--- config.mk ---
export PLATFORM = sky130hd
export DESIGN_NAME = sram_mem_stage
export DESIGN_NICKNAME = d
export VERILOG_FILES = /design/src/rtl/sram_mem_stage.sv
export SDC_FILE = /design/constraint.sdc
export NUM_CORES = 1
export LEC_CHECK = 0
export ABC_AREA = 0
export BUFFER_PORTS_ARGS = -buffer_cell sky130_fd_sc_hd__buf_2
export CORE_MARGIN = 8
export CORE_UTILIZATION = 25
export DETAILED_ROUTE_END_ITERATION = 10
export PLACE_DENSITY = 0.45
export SYNTH_ARGS = -nofsm -noshare
export SYNTH_HDL_FRONTEND = slang
export SYNTH_SLANG_ARGS = --single-unit
--- constraint.sdc ---
create_clock -name clk -period 9 [get_ports clk]
set_input_delay 2.25 -clock clk [delete_from_list [all_inputs] [get_ports clk]]
set_output_delay 2.25 -clock clk [all_outputs]
set_load 0.01 [all_outputs]
--- src/rtl/sram_mem_stage.sv ---
// Memory stage: 32-bit loads/stores to a 16-bit async SRAM as two half-word accesses.
// Latency: non-memory ops pass through in 0 cycles; memory ops take 2*WAIT_CYCLES+4 cycles, ready high only in the last.
// Backpressure: ready low freezes IF/ID/EXE, which hold every *_in signal stable until ready returns high.
module sram_mem_stage #(
    parameter int WORD_WIDTH      = 32,
    parameter int REG_FILE_DEPTH  = 4,
    parameter int SRAM_ADDR_WIDTH = 18,
    parameter int SRAM_DATA_WIDTH = 16,
    parameter int WAIT_CYCLES     = 1,
    parameter int DATA_BASE       = 1024
) (
    input  logic                       clk,
    input  logic                       rst,
    input  logic                       MEM_R_EN_in,
    input  logic                       MEM_W_EN_in,
    input  logic                       WB_EN_in,
    input  logic [REG_FILE_DEPTH-1:0]  Dest_in,
    input  logic [WORD_WIDTH-1:0]      ALU_Res_in,
    input  logic [WORD_WIDTH-1:0]      Val_Rm_in,
    output logic                       WB_EN_out,
    output logic                       MEM_R_EN_out,
    output logic [REG_FILE_DEPTH-1:0]  Dest_out,
    output logic [WORD_WIDTH-1:0]      ALU_Res_out,
    output logic [WORD_WIDTH-1:0]      Mem_Data_out,
    output logic                       ready,
    output logic [SRAM_ADDR_WIDTH-1:0] SRAM_ADDR,
    output logic [SRAM_DATA_WIDTH-1:0] SRAM_DQ_out,
    output logic                       SRAM_DQ_oe,
    input  logic [SRAM_DATA_WIDTH-1:0] SRAM_DQ_in,
    output logic                       SRAM_WE_N
);

    localparam int SAW = SRAM_ADDR_WIDTH;
    localparam int SDW = SRAM_DATA_WIDTH;
    localparam logic [WORD_WIDTH-1:0] BASE_W    = WORD_WIDTH'(DATA_BASE);
    localparam logic [2:0]            WAIT_LAST = 3'(WAIT_CYCLES);

    typedef enum logic [1:0] {
        S_IDLE,
        S_LO,
        S_HI,
        S_DONE
    } state_t;

    state_t              state_q;
    state_t              state_d;
    logic [2:0]          wait_q;
    logic [2:0]          wait_d;
    logic                wr_q;
    logic [SAW-1:0]      addr_q;
    logic [SDW-1:0]      dq_q;
    logic                oe_q;
    logic                we_n_q;
    logic [SDW-1:0]      lo_reg;
    logic [WORD_WIDTH-1:0] mem_data_q;

    logic                mem_req;
    logic                hold_done;
    logic                borrow;
    logic [SAW-2:0]      word_idx;
    logic [SAW-1:0]      addr_lo;
    logic [SAW-1:0]      addr_hi;

    logic                ld_lo;
    logic                ld_hi;
    logic                cap_lo;
    logic                cap_hi;
    logic                fin;

    // Pipeline control and result pass straight through to MEM/WB.
    assign WB_EN_out    = WB_EN_in;
    assign MEM_R_EN_out = MEM_R_EN_in;
    assign Dest_out     = Dest_in;
    assign ALU_Res_out  = ALU_Res_in;

    assign Mem_Data_out = mem_data_q;
    assign SRAM_ADDR    = addr_q;
    assign SRAM_DQ_out  = dq_q;
    assign SRAM_DQ_oe   = oe_q;
    assign SRAM_WE_N    = we_n_q;

    assign mem_req   = MEM_R_EN_in | MEM_W_EN_in;
    assign hold_done = (wait_q == WAIT_LAST);

    // Word index of (ALU_Res_in - DATA_BASE); the byte-offset bits only contribute a borrow.
    assign borrow   = (ALU_Res_in[1:0] < BASE_W[1:0]);
    assign word_idx = ALU_Res_in[SAW:2] - BASE_W[SAW:2] - {{(SAW-2){1'b0}}, borrow};
    assign addr_lo  = {word_idx, 1'b0};
    assign addr_hi  = {word_idx, 1'b1};

    always_ff @(posedge clk or posedge rst) begin
        if (rst) begin
            state_q <= S_IDLE;
            wait_q  <= 3'd0;
        end else begin
            state_q <= state_d;
            wait_q  <= wait_d;
        end
    end

    always_comb begin
        state_d = state_q;
        wait_d  = wait_q;
        ready   = 1'b0;
        ld_lo   = 1'b0;
        ld_hi   = 1'b0;
        cap_lo  = 1'b0;
        cap_hi  = 1'b0;
        fin     = 1'b0;
        unique case (state_q)
            S_IDLE: begin
                ready = ~mem_req;
                if (mem_req) begin
                    state_d = S_LO;
                    wait_d  = 3'd0;
                    ld_lo   = 1'b1;
                end
            end
            S_LO: begin
                if (hold_done) begin
                    state_d = S_HI;
                    wait_d  = 3'd0;
                    ld_hi   = 1'b1;
                    cap_lo  = ~wr_q;
                end else begin
                    wait_d = wait_q + 3'd1;
                end
            end
            S_HI: begin
                if (hold_done) begin
                    state_d = S_DONE;
                    wait_d  = 3'd0;
                    cap_hi  = ~wr_q;
                    fin     = 1'b1;
                end else begin
                    wait_d = wait_q + 3'd1;
                end
            end
            S_DONE: begin
                ready   = 1'b1;
                state_d = S_IDLE;
            end
            default: begin
                state_d = S_IDLE;
            end
        endcase
    end

    // Pad-facing registers only move on state entry, so address and data are
    // stable for the whole time a half-word is being driven.
    always_ff @(posedge clk or posedge rst) begin
        if (rst) begin
            wr_q       <= 1'b0;
            addr_q     <= '0;
            dq_q       <= '0;
            oe_q       <= 1'b0;
            we_n_q     <= 1'b1;
            lo_reg     <= '0;
            mem_data_q <= '0;
        end else begin
            if (ld_lo) begin
                wr_q   <= MEM_W_EN_in;
                addr_q <= addr_lo;
                dq_q   <= Val_Rm_in[SDW-1:0];
                oe_q   <= MEM_W_EN_in;
                we_n_q <= ~MEM_W_EN_in;
            end
            if (ld_hi) begin
                addr_q <= addr_hi;
                dq_q   <= Val_Rm_in[2*SDW-1:SDW];
            end
            if (cap_lo) begin
                lo_reg <= SRAM_DQ_in;
            end
            // The high half is taken straight from the pad into the result word,
            // which then holds until the next load completes.
            if (cap_hi) begin
                mem_data_q <= {SRAM_DQ_in, lo_reg};
            end
            if (fin) begin
                oe_q   <= 1'b0;
                we_n_q <= 1'b1;
            end
        end
    end

endmodule
==> load_flow_metrics.sql <==
INSERT INTO impl_metrics (metric_group, metric, value, unit) VALUES
('worst_setup_path', 'largest_fanout_on_the_critical_path', '5', ''),
('worst_setup_path', 'slowest_cell_on_crit_path', 'and2_1', ''),
('sta', 'post-route-min-period', '5.19', 'ns'),
('yosys', 'synthesis.nets', '515', ''),
('worst_setup_path', 'worst_path_dominant_cell_family', 'simple AND/OR/NAND/NOR gates', ''),
('worst_hold_path', 'hold_path.startpoint', 'SRAM_ADDR[1]$_DFFE_PP0P_', ''),
('yosys', 'synthesis.instances', '413', ''),
('finish', 'n_antenna_cell', '0', ''),
('grt', 'initial_antenna_violation_count', '0', ''),
('worst_setup_path', 'cp-start-kind', 'input pin', ''),
('run_status', 'status', 'complete, no violations', ''),
('route', 'first_pass_iters', '4', ''),
('power_and_ir_drop', 'p_leak', '2.66', 'nW'),
('route', 'final_antenna_net_count', '0', ''),
('power_and_ir_drop', 'worst_ir_drop_vdd', '0.0993', 'mV'),
('placed_design', 'hpwlAfterDp', '8990', 'um'),
('sta', 'setup_ws', '3.81', 'ns'),
('placed_design', 'post_placement_cell_area', '5150', 'um^2'),
('placed_design', 'port-buffer-count', '155', ''),
('sta', 'clock.fmax', '193', 'MHz'),
('die', 'area_enclosed_by_the_die_boundary', '22100', 'um^2'),
('clocking', 'clk_pin_slew', '0.06', 'ns'),
('die', 'initial_core_util', '0.255', ''),
('route', 'via_count', '3356', ''),
('clocking', 'cts-resized-gates', '0', ''),
('sta', 'slew_headroom', '0.332', ''),
('power_and_ir_drop', 'cellPowerDensity', '338', 'nW/um^2'),
('worst_setup_path', 'crit_type', 'in2out', ''),
('worst_setup_path', 'critical_path.n_buffers_inverters', '2', ''),
('die', 'die_extent_in_y', '149', 'um'),
('grt', 'grt_max_degree', '52', ''),
('worst_setup_path', 'worst_r2r_path_depth', '8', ''),
('clocking', 'clockRootBuffer', 'clkbuf_16', ''),
('worst_setup_path', 'r2r_end', 'SRAM_ADDR[15]$_DFFE_PP0P_', ''),
('yosys', 'netlist_top_cells_count', 'dfrtp_1, nand2_1, mux2_2', ''),
('yosys', 'synth_enable_flop_cells', '0', ''),
('yosys', 'ys_ff_latch', '90', ''),
('die', 'site_rows', '48', ''),
('worst_setup_path', 'worst_path_largest_cell_delay', '0.18', 'ns'),
('finish', 'finish.net_count', '633', ''),
('yosys', 'synth_top_area_frac', '0.507', ''),
('clocking', 'htreeDepth', '3', ''),
('finish', 'share_of_cells_above_drive_strength_1', '0.437', ''),
('route', 'route.final.wire_length', '11900', 'um'),
('die', 'io_pins', '196', ''),
('yosys', 'synth.yosys.warnings', '0', ''),
('route', 'post-route-drc-count', '0', ''),
('worst_setup_path', 'cp-end-kind', 'output port', ''),
('clocking', 'tritoncts_clock_tree', 'yes', ''),
('worst_setup_path', 'critPathMostFrequentCell', 'nor2_1', ''),
('grt', 'global_route_usage_over_all_layers', '0.108', ''),
('clocking', 'cts_buffer_depth', '2', ''),
('worst_setup_path', 'cp_cell_sequence', 'buf_2 > nor2_1 > and2_1 > nor2_1 > nor2_1 > buf_2', ''),
('finish', 'largest_reg_flops', '32', ''),
('yosys', 'post_synth_instance_area', '4400', 'um^2'),
('yosys', 'yosysMostFrequentCell', 'dfrtp_1', ''),
('finish', 'postLayoutCellArea', '5470', 'um^2'),
('grt', 'grt_first_pass_wirelength', '18900', 'um'),
('finish', 'area.growth.synth_to_final', '24.4', '%'),
('yosys', 'yosys-top-cells-area', 'dfrtp_1, mux2_2, buf_4', ''),
('route', 'detail_route.iter0.violations', '106', ''),
('grt', 'first_global_vias', '3599', ''),
('placed_design', 'routabilityCongestion', '0.798', ''),
('clocking', 'post_cts.repair.setup_buffers', '0', ''),
('yosys', 'synth_cell_type_count', '45', ''),
('yosys', 'synth_flop_cell', 'dfrtp_1', ''),
('worst_setup_path', 'worst-endpoint-arrival', '2.94', 'ns'),
('worst_hold_path', 'hp-class', 'reg2reg', ''),
('worst_setup_path', 'r2r_slack', '6.17', 'ns'),
('grt', 'globalRoute.totalOverflow', '0', ''),
('yosys', 'yosysSeqAreaShare', '0.513', '');
## layer usage
layer  vias to the layer above  wire [um]  global-route usage
met5                         -          0                   0
met3                        19       1180              0.0410
met1                      1574       5370               0.134
met4                         0        188              0.0428
met2                       138       5140               0.165
li1                       1625          -                   -
## cells by family (layout without fill, tap and decap cells)
family          Yosys count  count (layout)  synth area share
mux                      50              50             0.128
simple gates            120             120             0.121
fa+ha+maj                13              13            0.0370
xor+xnor                  8               8            0.0159
buf+inv                  64             186            0.0882
compound gates           68              68            0.0971
flops                    90              90             0.513
## worst reg2reg max path: cells and delay by family, from the launching register on
family / cells / cell delay, ns
flops: 1 / 0.40
compound gates: 3 / 0.92
mux: 1 / 0.15
simple gates: 1 / 0.62
buf+inv: 2 / 0.37
fa+ha+maj: 1 / 0.31
## area by class of cell
type / count / area [um^2]
well taps: 225 / 282
multi-input cells: 259 / 1770
clock buffers: 9 / 225
inverters: 12 / 46.3
flip-flops and latches: 90 / 2250
fillers: 1823 / 11800
clock inverters: 6 / 90.1
repair buffers: 159 / 806
## placed cells by master, fill, tap and decap left out, types with 2 or more instances in the layout
| cell | Yosys | routed |
|---|---|---|
| xnor2_1 | 6 | 6 |
| clkinv_2 | 0 | 2 |
| xor2_1 | 2 | 2 |
| clkbuf_16 | 0 | 9 |
| bufinv_16 | 0 | 2 |
| a21o_1 | 2 | 2 |
| nor2_2 | 1 | 2 |
| a21boi_0 | 3 | 3 |
| a22o_1 | 2 | 2 |
| dfrtp_1 | 89 | 89 |
| a21oi_1 | 11 | 11 |
| o21a_1 | 4 | 4 |
| o31ai_1 | 5 | 5 |
| nor2_1 | 32 | 31 |
| nand3_1 | 2 | 2 |
| nor3_1 | 5 | 5 |
| o21ai_0 | 14 | 14 |
| buf_4 | 38 | 4 |
| nand2_1 | 64 | 64 |
| nand4_1 | 3 | 3 |
| mux2_2 | 49 | 49 |
| inv_1 | 12 | 11 |
| buf_2 | 4 | 155 |
| a31oi_1 | 20 | 20 |
| ha_1 | 13 | 13 |
## worst max path at each step
stage / slack, ns / end / startpoint / cells past startpoint
6_report: 3.81 / ready / MEM_R_EN_in / 6
5_1_grt: 3.73 / ready / MEM_R_EN_in / 6
4_1_cts: 3.79 / ready / MEM_R_EN_in / 6
3_5_place_dp: 3.80 / ready / MEM_R_EN_in / 6
3_3_place_gp: 3.81 / ready / MEM_R_EN_in / 6
2_1_floorplan: 4.04 / ready / MEM_R_EN_in / 4
## stage by stage
| stage | cells | total power, mW | hold slack, ns | util |
|---|---|---|---|---|
| 2_1_floorplan | 413 | 1.18 | 0.466 | - |
| 3_3_place_gp | 745 | 1.46 | 0.461 | 0.299 |
| 3_5_place_dp | 745 | 1.48 | 0.462 | 0.299 |
| 4_1_cts | 760 | 1.89 | 0.469 | 0.317 |
| 5_1_grt | 760 | 2.00 | 0.500 | 0.317 |
| 6_report | 760 | 1.85 | 0.471 | 0.317 |
## power breakdown
| part | internal [mW] | switching [mW] |
|---|---|---|
| combinational | 0.331 | 0.405 |
| clock | 0.243 | 0.160 |
| sequential | 0.608 | 0.102 |
Note: power is estimated with default switching activity, not from simulation.
